==> config.mk <==
export PLATFORM = sky130hd
export DESIGN_NAME = clock_setup_ctrl
export DESIGN_NICKNAME = d
export VERILOG_FILES = /design/src/rtl/clock_pkg.sv /design/src/rtl/field_step.sv /design/src/rtl/clock_setup_ctrl.sv
export SDC_FILE = /design/constraint.sdc
export NUM_CORES = 1
export LEC_CHECK = 0
export ABC_AREA = 0
export CELL_PAD_IN_SITES_DETAIL_PLACEMENT = 0
export CELL_PAD_IN_SITES_GLOBAL_PLACEMENT = 1
export CORE_MARGIN = 2
export CORE_UTILIZATION = 51
export DETAILED_ROUTE_END_ITERATION = 8
export DONT_BUFFER_PORTS = 1
export HOLD_SLACK_MARGIN = 0.02
export PLACE_DENSITY = 0.85
export RECOVER_POWER = 50
export SYNTH_ARGS = -nofsm -noshare
export SYNTH_HDL_FRONTEND = slang
export SYNTH_SLANG_ARGS = --single-unit
==> constraint.sdc <==
create_clock -name CLK -period 10 [get_ports CLK]
set_input_delay 1 -clock CLK [delete_from_list [all_inputs] [get_ports CLK]]
set_output_delay 1 -clock CLK [all_outputs]
set_load 0.005 [all_outputs]
==> src/rtl/clock_pkg.sv <==
// Shared definitions for the world-clock user interface: display state codes,
// timezone code range and edit-field indices.
package clock_pkg;

  typedef enum logic [3:0] {
    ST_NORMAL   = 4'b1000,
    ST_SETUP    = 4'b0100,
    ST_TIME_SET = 4'b0101,
    ST_TZ_SET   = 4'b0110
  } state_e;

  // Timezone codes run 0..13; code 9 is KST.
  localparam logic [4:0] TZ_COUNT = 5'd14;
  localparam logic [4:0] TZ_MIN   = 5'd0;
  localparam logic [4:0] TZ_MAX   = 5'd13;
  localparam logic [4:0] TZ_KST   = 5'd9;

  localparam logic [1:0] FIELD_HOUR = 2'd0;
  localparam logic [1:0] FIELD_MIN  = 2'd1;
  localparam logic [1:0] FIELD_SEC  = 2'd2;

  localparam logic [5:0] HOUR_MOD   = 6'd24;
  localparam logic [5:0] MINSEC_MOD = 6'd60;

endpackage

==> src/rtl/field_step.sv <==
// Combinational modular up/down stepper shared by the time fields and the
// timezone selector. Values already outside the range are stepped as if 0.
module field_step #(
  parameter int W = 6
) (
  input  logic [W-1:0] value_i,
  input  logic [W-1:0] modulus_i,
  input  logic         up_i,
  input  logic         down_i,
  output logic [W-1:0] next_o
);

  logic [W-1:0] base;

  always_comb begin
    base   = (value_i >= modulus_i) ? '0 : value_i;
    next_o = value_i;
    if (up_i) begin
      next_o = (base == modulus_i - W'(1)) ? '0 : base + W'(1);
    end else if (down_i) begin
      next_o = (base == '0) ? modulus_i - W'(1) : base - W'(1);
    end
  end

endmodule

==> src/rtl/clock_setup_ctrl.sv <==
// Button-driven setup sequencer for the world clock: edits the UTC set buffer,
// selects the timezone and strobes TIME_LOAD on a time commit.
module clock_setup_ctrl
  import clock_pkg::*;
#(
  parameter logic [31:0] TIMEOUT_CYCLES = 32'd50_000_000,
  parameter logic [4:0]  TZ_DEFAULT     = 5'b01001
) (
  input  logic        CLK,
  input  logic        RESET,
  input  logic        BTN_MENU,
  input  logic        BTN_OK,
  input  logic        BTN_NEXT,
  input  logic        BTN_UP,
  input  logic        BTN_DOWN,
  input  logic [17:0] CLOCK_DATA,
  output logic [3:0]  STATE,
  output logic [17:0] TIME_SETDATA,
  output logic [4:0]  TZ_DATA,
  output logic        TIME_LOAD,
  output logic [1:0]  FIELD_SEL,
  output logic        MENU_SEL
);

  state_e      state_q, state_d;
  logic [17:0] time_q, time_d;
  logic [1:0]  field_q, field_d;
  logic        menuSel_q, menuSel_d;
  logic [4:0]  tz_q, tz_d;
  logic [4:0]  tzCommit_q, tzCommit_d;
  logic        load_q, load_d;
  logic [31:0] idle_q, idle_d;

  logic btnMenu, btnOk, btnNext, btnUp, btnDown, anyBtn, timeout;
  logic [5:0] fieldVal, fieldMod, fieldNext;
  logic [4:0] tzNext;

  // Only the highest-priority button of a simultaneous group is acted on.
  assign btnMenu = BTN_MENU;
  assign btnOk   = BTN_OK   & ~btnMenu;
  assign btnNext = BTN_NEXT & ~btnMenu & ~btnOk;
  assign btnUp   = BTN_UP   & ~btnMenu & ~btnOk & ~btnNext;
  assign btnDown = BTN_DOWN & ~btnMenu & ~btnOk & ~btnNext & ~btnUp;
  assign anyBtn  = BTN_MENU | BTN_OK | BTN_NEXT | BTN_UP | BTN_DOWN;
  assign timeout = (state_q != ST_NORMAL) && !anyBtn && (idle_q == TIMEOUT_CYCLES - 32'd1);

  always_comb begin
    fieldVal = time_q[5:0];
    fieldMod = MINSEC_MOD;
    case (field_q)
      FIELD_HOUR: begin
        fieldVal = time_q[17:12];
        fieldMod = HOUR_MOD;
      end
      FIELD_MIN: fieldVal = time_q[11:6];
      default:   fieldVal = time_q[5:0];
    endcase
  end

  field_step #(.W(6)) u_time_step (
    .value_i  (fieldVal),
    .modulus_i(fieldMod),
    .up_i     (btnUp),
    .down_i   (btnDown),
    .next_o   (fieldNext)
  );

  field_step #(.W(5)) u_tz_step (
    .value_i  (tz_q),
    .modulus_i(TZ_COUNT),
    .up_i     (btnUp),
    .down_i   (btnDown),
    .next_o   (tzNext)
  );

  always_comb begin
    state_d    = state_q;
    time_d     = time_q;
    field_d    = field_q;
    menuSel_d  = menuSel_q;
    tz_d       = tz_q;
    tzCommit_d = tzCommit_q;
    load_d     = 1'b0;
    idle_d     = (anyBtn || state_q == ST_NORMAL) ? 32'd0 : idle_q + 32'd1;

    case (state_q)
      ST_NORMAL: begin
        if (btnMenu) begin
          state_d   = ST_SETUP;
          menuSel_d = 1'b0;
        end
      end
      ST_SETUP: begin
        if (btnMenu) begin
          state_d = ST_NORMAL;
        end else if (btnOk) begin
          if (menuSel_q) begin
            state_d = ST_TZ_SET;
            tz_d    = tzCommit_q;
          end else begin
            state_d = ST_TIME_SET;
            time_d  = CLOCK_DATA;
            field_d = FIELD_HOUR;
          end
        end else if (btnUp || btnDown) begin
          menuSel_d = ~menuSel_q;
        end
      end
      ST_TIME_SET: begin
        if (btnMenu) begin
          state_d = ST_NORMAL;
        end else if (btnOk) begin
          state_d = ST_NORMAL;
          load_d  = 1'b1;
        end else if (btnNext) begin
          field_d = (field_q == FIELD_SEC) ? FIELD_HOUR : field_q + 2'd1;
        end else if (btnUp || btnDown) begin
          case (field_q)
            FIELD_HOUR: time_d[17:12] = fieldNext;
            FIELD_MIN:  time_d[11:6]  = fieldNext;
            default:    time_d[5:0]   = fieldNext;
          endcase
        end
      end
      ST_TZ_SET: begin
        if (btnMenu) begin
          state_d = ST_NORMAL;
          tz_d    = tzCommit_q;
        end else if (btnOk) begin
          state_d    = ST_NORMAL;
          tzCommit_d = tz_q;
        end else if (btnUp || btnDown) begin
          tz_d = tzNext;
        end
      end
      default: state_d = ST_NORMAL;
    endcase

    // An idle expiry behaves exactly like a MENU cancel.
    if (timeout) begin
      state_d = ST_NORMAL;
      tz_d    = tzCommit_q;
      idle_d  = 32'd0;
    end
  end

  always_ff @(posedge CLK) begin
    if (RESET) begin
      state_q    <= ST_NORMAL;
      time_q     <= 18'd0;
      field_q    <= FIELD_HOUR;
      menuSel_q  <= 1'b0;
      tz_q       <= TZ_DEFAULT;
      tzCommit_q <= TZ_DEFAULT;
      load_q     <= 1'b0;
      idle_q     <= 32'd0;
    end else begin
      state_q    <= state_d;
      time_q     <= time_d;
      field_q    <= field_d;
      menuSel_q  <= menuSel_d;
      tz_q       <= tz_d;
      tzCommit_q <= tzCommit_d;
      load_q     <= load_d;
      idle_q     <= idle_d;
    end
  end

  assign STATE        = state_q;
  assign TIME_SETDATA = time_q;
  assign TZ_DATA      = tz_q;
  assign TIME_LOAD    = load_q;
  assign FIELD_SEL    = field_q;
  assign MENU_SEL     = menuSel_q;

endmodule

==> run_results.csv, run 1 <==
group,metric,value,unit
cts,htree_levels,3,
sta,worst_pin_slew,0.999,ns
pwr,p_seq_share,49.9,%
critical_path,timing.critical_path.cells,"mux2i_1, o21ai_4, inv_2, ha_1, inv_1, o41ai_1, o2111a_1, or3_2, inv_1, ha_1, o211ai_1, o311ai_0, nor4_1, a2111oi_0, a211oi_1",
global_routing,grt.total_usage,26.8,%
sta,slew_headroom,33.4,%
min_path,hold_class,"register to register",
synth,netlist.area_leader.share,32.6,%
pwr,power.density,124,nW/µm²
critical_path,timing.rr.end,"TIME_SETDATA[4]$_SDFFE_PP0P_",
critical_path,r2r_cells,15,
cts,clk_pin_slew,0.08,ns
pwr,power.share.combinational,2.9,%
pwr,swShare,23.5,%
synth,yosysWarningCount,0,
sta,setup_violations,0,
floorplan,chipHeight,94.5,µm
synth,yosys.area.top_type,"dfxtp_1",
sta,finalMaxSlewViolations,0,
floorplan,start_util,51.6,%
global_routing,grt_max_degree,33,
finish,drive_gt1_share,7.63,%
pwr,switchingPower,129,µW
route,ant_nets,0,
critical_path,startpoint,"FIELD_SEL[0]$_SDFFE_PP0P_",
synth,synth_area_per_cell,8.02,µm²
synth,syn-num-nets,555,
global_routing,grt_pass1_vias,3547,
sta,rsz0062_at_grt,"false",
critical_path,cp_slowest_stage_delay,0.74,ns
floorplan,dieArea,8930,µm²
finish,regArea,1360,µm²
synth,synthTopCellsByArea,"dfxtp_1, nor2_1, xor2_1",
global_routing,grt_first_pass_wirelength,18300,µm
cts,cts_setup_buffers,0,
floorplan,pin_count,56,
cts,ctsResizeCount,0,
flow_run,maxCapViolCount,0,
pwr,clockPowerShare,47.2,%
placed_design,place_hpwl,8510,µm
pwr,leakage,1.41,nW
route,wl_per_cell,19.1,µm
sta,finalCriticalPeriod,4.52,ns
sta,fin_tns_setup,0,ns
sta,post-route-period-util,45.2,%
critical_path,crit_fanout,13,
critical_path,crit_type,"register to register",
finish,final_common_cell,"nor2_1",
critical_path,reg2reg_setup_slack,5.48,ns
route,drc,0,
synth,synth.distinct_cells,68,
finish,multiInputGateArea,2590,µm²
sta,finalHoldViolCount,0,
floorplan,core_area,8090,µm²
synth,seq_area_frac_synth,32.6,%
cts,clockBufferDepth,2,
synth,synth-seq-cells,68,
cts,cts.sinks,68,
critical_path,crit_family,"compound AO/OA/AOI/OAI gates",
placed_design,port_buffers,0,
critical_path,cp.arrival,4.74,ns
min_path,hold_path_depth,1,
route,num_vias,3889,
placed_design,place_congestion,0.912,
synth,synthCells,521,
cts,cts_tree,"done",
cts,cts_buffers,9,
sta,fin_skew,0.00589,ns
synth,syn_area,4180,µm²
pwr,vdd_drop_max,71.9,µV
finish,fillers,794,
finish,final_cell_mix,"nor2_1, dfxtp_1, nand2_1, o21ai_0, a21oi_1",
floorplan,row_count,33,
synth,synth_edf_count,0,
finish,fin_nets,540,
min_path,min_from,"idle_q[0]$_SDFF_PP0_",
route,first_pass_iters,7,
synth,async_reset_ff_share,0,%
floorplan,die_w,94.5,µm
global_routing,grt_overflow_total,0,
cts,hold_buffers,0,
sta,fmax,0.221,GHz
route,drt_iter0_drc,232,
critical_path,slowest_stage,"dfxtp_1",
global_routing,antenna_found_initial,0,
finish,area_growth,5.54,%
finish,diodes,0,
synth,synth_ff_type,"dfxtp_1",
route,drt_wl_total,11700,µm
critical_path,required,10.23,ns
sta,hold_ws,0.460,ns
critical_path,timing.rr.start,"FIELD_SEL[0]$_SDFFE_PP0P_",
run_status,outcome,"completed",
min_path,worstHoldEndpoint,"idle_q[0]$_SDFF_PP0_",
pwr,p_int,419,µW
cts,cts-root-buf,"clkbuf_8",
critical_path,start_kind,"register",
critical_path,cp_num_buf_inv,3,
route,via_per_inst,6.31,
critical_path,worst_setup_path_end_kind,"register",
cts,clkLatencyLatePin,0.36,ns
[worst max-delay path by stage]
stage / endpoint / depth (start not counted) / slack [ns]
after global placement: TIME_SETDATA[4]$_SDFFE_PP0P_ / 15 / 5.69
after floorplan: TIME_SETDATA[4]$_SDFFE_PP0P_ / 17 / 6.27
after global routing: TIME_SETDATA[12]$_SDFFE_PP0P_ / 15 / 5.17
final: TIME_SETDATA[4]$_SDFFE_PP0P_ / 15 / 5.48
after detailed placement: TIME_SETDATA[12]$_SDFFE_PP0P_ / 15 / 5.58
after CTS: TIME_SETDATA[12]$_SDFFE_PP0P_ / 15 / 5.55
[layout make-up]
cell class	count	share of cell area, %
Sequential cell	68	30.9
Clock buffer	9	2.81
Clock inverter	7	2.27
Tap cell	105	2.98
Inverter	24	2.04
Timing Repair Buffer	1	0.170
Multi-Input combinational cell	402	58.8
[stage by stage]
stage	util [%]	cell area, µm²	setup WS, ns	cells	power, mW
global route	54.5	4410	5.17	616	0.564
global placement	51.8	4190	5.69	600	0.295
detailed placement	51.8	4190	5.58	600	0.295
CTS	54.5	4410	5.55	616	0.552
finish	54.5	4410	5.48	616	0.547
floorplan	-	4180	6.27	521	0.293
[power by group through the flow]
stage | clock network [mW] | registers, mW | logic [mW]
floorplan | 0 | 0.279 | 0.0140
global placement | 0 | 0.280 | 0.0154
detailed placement | 0 | 0.280 | 0.0154
CTS | 0.263 | 0.273 | 0.0155
global route | 0.273 | 0.273 | 0.0172
finish | 0.258 | 0.273 | 0.0159
[metal layers]
| metal | vias to the layer above | track usage, % | share of wire (%) |
|---|---|---|---|
| met5 | - | 0 | 0 |
| met4 | 0 | 10.3 | 2.2 |
| met3 | 26 | 6.23 | 6.2 |
| met2 | 125 | 43.4 | 46 |
| met1 | 1842 | 34.7 | 46 |
| li1 | 1896 | - | - |
[Yosys cell counts (6+ instances only)]
library cell / count
and4_1: 6
o21ai_0: 26
nand3_1: 22
inv_1: 21
xor2_1: 20
nor4_1: 6
dfxtp_1: 68
nor2_1: 71
o211ai_1: 7
nand2_1: 34
nor3_1: 10
a211oi_1: 11
or3_1: 9
mux2i_1: 14
nand4_1: 16
a31oi_1: 9
xnor2_1: 11
buf_2: 8
clkbuf_1: 17
a41oi_1: 6
ha_1: 9
a21oi_1: 24
o31ai_1: 7
[cell families after synthesis]
| family | count (synthesis) | synth area share [%] |
|---|---|---|
| mux | 19 | 4.76 |
| compound gates | 126 | 21.0 |
| fa+ha+maj | 10 | 2.94 |
| xor+xnor | 31 | 6.50 |
| buf+inv | 51 | 5.18 |
| simple gates | 216 | 27.1 |
| flops | 68 | 32.6 |
[state kept, by name, summed over array words and instances, names as in the netlist]
name          cells
tzCommit_q        5
TZ_DATA           5
TIME_SETDATA     18
idle_q           32
STATE             4
FIELD_SEL         2
TIME_LOAD         1
MENU_SEL          1
(Power assumes the default switching activity.)
==> run 2: changes to the inputs <==
Settings changed: CORE_UTILIZATION 51 to 43, PLACE_DENSITY 0.85 to 0.76.
Clock period 10 ns to 3.72 ns, I/O delays scaled along.
==> run_results.csv, run 2 (same netlist as run 1, synthesis figures left out) <==
group,metric,value,unit
sta,worst_slack,0.139,ns
global_routing,grt_first_pass_wirelength,20100,µm
run_status,outcome,"completed",
sta,rsz0062_at_grt,"true",
floorplan,pin_count,56,
route,drc,0,
floorplan,core_area,9330,µm²
critical_path,required,3.91,ns
route,ant_nets,0,
finish,final_common_cell,"nor2_1",
route,wl_per_cell,19.3,µm
critical_path,worst_setup_path_end_kind,"register",
floorplan,start_util,44.8,%
placed_design,place_congestion,1.06,
critical_path,cp.arrival,3.78,ns
finish,finalNonFillerCells,660,
critical_path,crit_fanout,4,
floorplan,chipHeight,103,µm
cts,clk_pin_slew,0.09,ns
finish,top_register,"idle_q",
critical_path,timing.rr.end,"TIME_SETDATA[14]$_SDFFE_PP0P_",
finish,area_growth,11.6,%
cts,cts_buffers,9,
pwr,p_int,1.06,mW
placed_design,dp_slack,0.0983,ns
placed_design,place_hpwl,9340,µm
floorplan,row_count,35,
critical_path,worst-path-stages,15,
placed_design,port_buffers,0,
pwr,vdd_drop_max,195,µV
finish,largest_reg_flops,32,
pwr,power.density,302,nW/µm²
finish,fin_util,50.0,%
global_routing,grt_overflow_total,0,
placed_design,dp_cells,644,
global_routing,grt.total_usage,24.8,%
floorplan,die_w,103,µm
pwr,leakage,1.51,nW
critical_path,crit_family,"compound AO/OA/AOI/OAI gates",
finish,drive_gt1_share,13.7,%
sta,setup_violations,0,
sta,finalHoldViolCount,0,
sta,hold_ws,0.0666,ns
sta,finalMaxSlewViolations,0,
floorplan,dieArea,10500,µm²
finish,final_cell_mix,"nor2_1, dfxtp_1, nand2_1, o21ai_0, a21oi_1",
pwr,p_seq_share,52.2,%
sta,fmax,0.279,GHz
critical_path,r2r_cells,15,
pwr,clockPowerShare,44.5,%
sta,slew_headroom,38.5,%
global_routing,grt_max_degree,33,
critical_path,crit_path_end,"TIME_SETDATA[14]$_SDFFE_PP0P_",
pwr,switchingPower,344,µW
route,drt_iter0_drc,371,
pwr,power.total,1.41,mW
critical_path,crit_type,"register to register",
min_path,hold_class,"input port to register",
critical_path,startpoint,"FIELD_SEL[0]$_SDFFE_PP0P_",
cts,htree_levels,3,
critical_path,timing.critical_path.cells,"mux2i_2, o21ai_4, inv_2, ha_1, inv_1, o41ai_2, o2111a_2, or3_2, inv_1, ha_1, o211ai_1, nor4_2, o2111ai_2, a41oi_2, o21ai_0",
finish,fin_nets,560,
critical_path,cp_slowest_stage_delay,0.51,ns
critical_path,reg2reg_setup_slack,0.14,ns
pwr,swShare,24.5,%
finish,diodes,0,
cts,cts.sinks,68,
route,num_vias,4050,
route,drt_wl_total,12700,µm
critical_path,cp_num_buf_inv,3,
cts,cts_tree,"done",
sta,post-route-period-util,96.3,%
critical_path,slowest_stage,"or3_2",
flow_run,maxCapViolCount,0,
cts,cts-root-buf,"clkbuf_8",
critical_path,start_kind,"register",
cts,hold_buffers,0,
global_routing,antenna_found_initial,1,
sta,finalCriticalPeriod,3.58,ns
cts,clockBufferDepth,2,
pwr,power.share.combinational,3.2,%
sta,worst_pin_slew,0.897,ns
cts,clkLatencyLatePin,0.36,ns
route,via_per_inst,6.14,
global_routing,grt_pass1_vias,3803,
cts,cts_setup_buffers,0,
critical_path,timing.rr.start,"FIELD_SEL[0]$_SDFFE_PP0P_",
route,first_pass_iters,5,
sta,fin_skew,0.0139,ns
## run 2: stage by stage
step / TNS, ns / area (µm²)
5_1_grt: -0.117 / 4660
6_report: 0 / 4660
4_1_cts: 0 / 4570
3_3_place_gp: 0 / 4370
2_1_floorplan: 0 / 4180
3_5_place_dp: 0 / 4370
## run 2: area by class of cell
cell class,count,area (µm²)
Clock buffer,10,128
Clock inverter,6,72.6
Fill cell,918,4670
Inverter,24,90.1
Multi-Input combinational cell,402,2690
Sequential cell,68,1370
Tap cell,129,161
Timing Repair Buffer,21,150
## run 2: power groups by stage
stage	sequential (mW)	combinational, mW	clock, mW
2_1_floorplan	0.750	0.0375	0
3_3_place_gp	0.751	0.0434	0
3_5_place_dp	0.752	0.0434	0
4_1_cts	0.735	0.0436	0.644
5_1_grt	0.735	0.0491	0.677
6_report	0.735	0.0453	0.626
## run 2: worst min-delay path by stage
stage / from / to / slack [ns] / depth (start not counted)
5_1_grt: RESET / FIELD_SEL[0]$_SDFFE_PP0P_ / 0.07 / 1
6_report: RESET / FIELD_SEL[0]$_SDFFE_PP0P_ / 0.07 / 1
3_5_place_dp: RESET / TIME_SETDATA[3]$_SDFFE_PP0P_ / 0.45 / 1
3_3_place_gp: idle_q[0]$_SDFF_PP0_ / idle_q[0]$_SDFF_PP0_ / 0.43 / 1
2_1_floorplan: idle_q[0]$_SDFF_PP0_ / idle_q[0]$_SDFF_PP0_ / 0.42 / 1
4_1_cts: RESET / TIME_SETDATA[4]$_SDFFE_PP0P_ / 0.07 / 1
## run 2: metal layers
layer,up-vias,share of wire [%],track usage (%)
li1,1941,-,-
met1,1900,46,35.2
met2,180,44,36.8
met3,27,7.5,5.22
met4,2,2.6,9.85
met5,-,0.10,0
## run 2: repair_timing
| action | in CTS | in global routing |
|---|---|---|
| endpoints found under the setup margin | 0 | 15 |
| resized for setup | 0 | 22 |
| endpoints found under the hold margin | 0 | 0 |
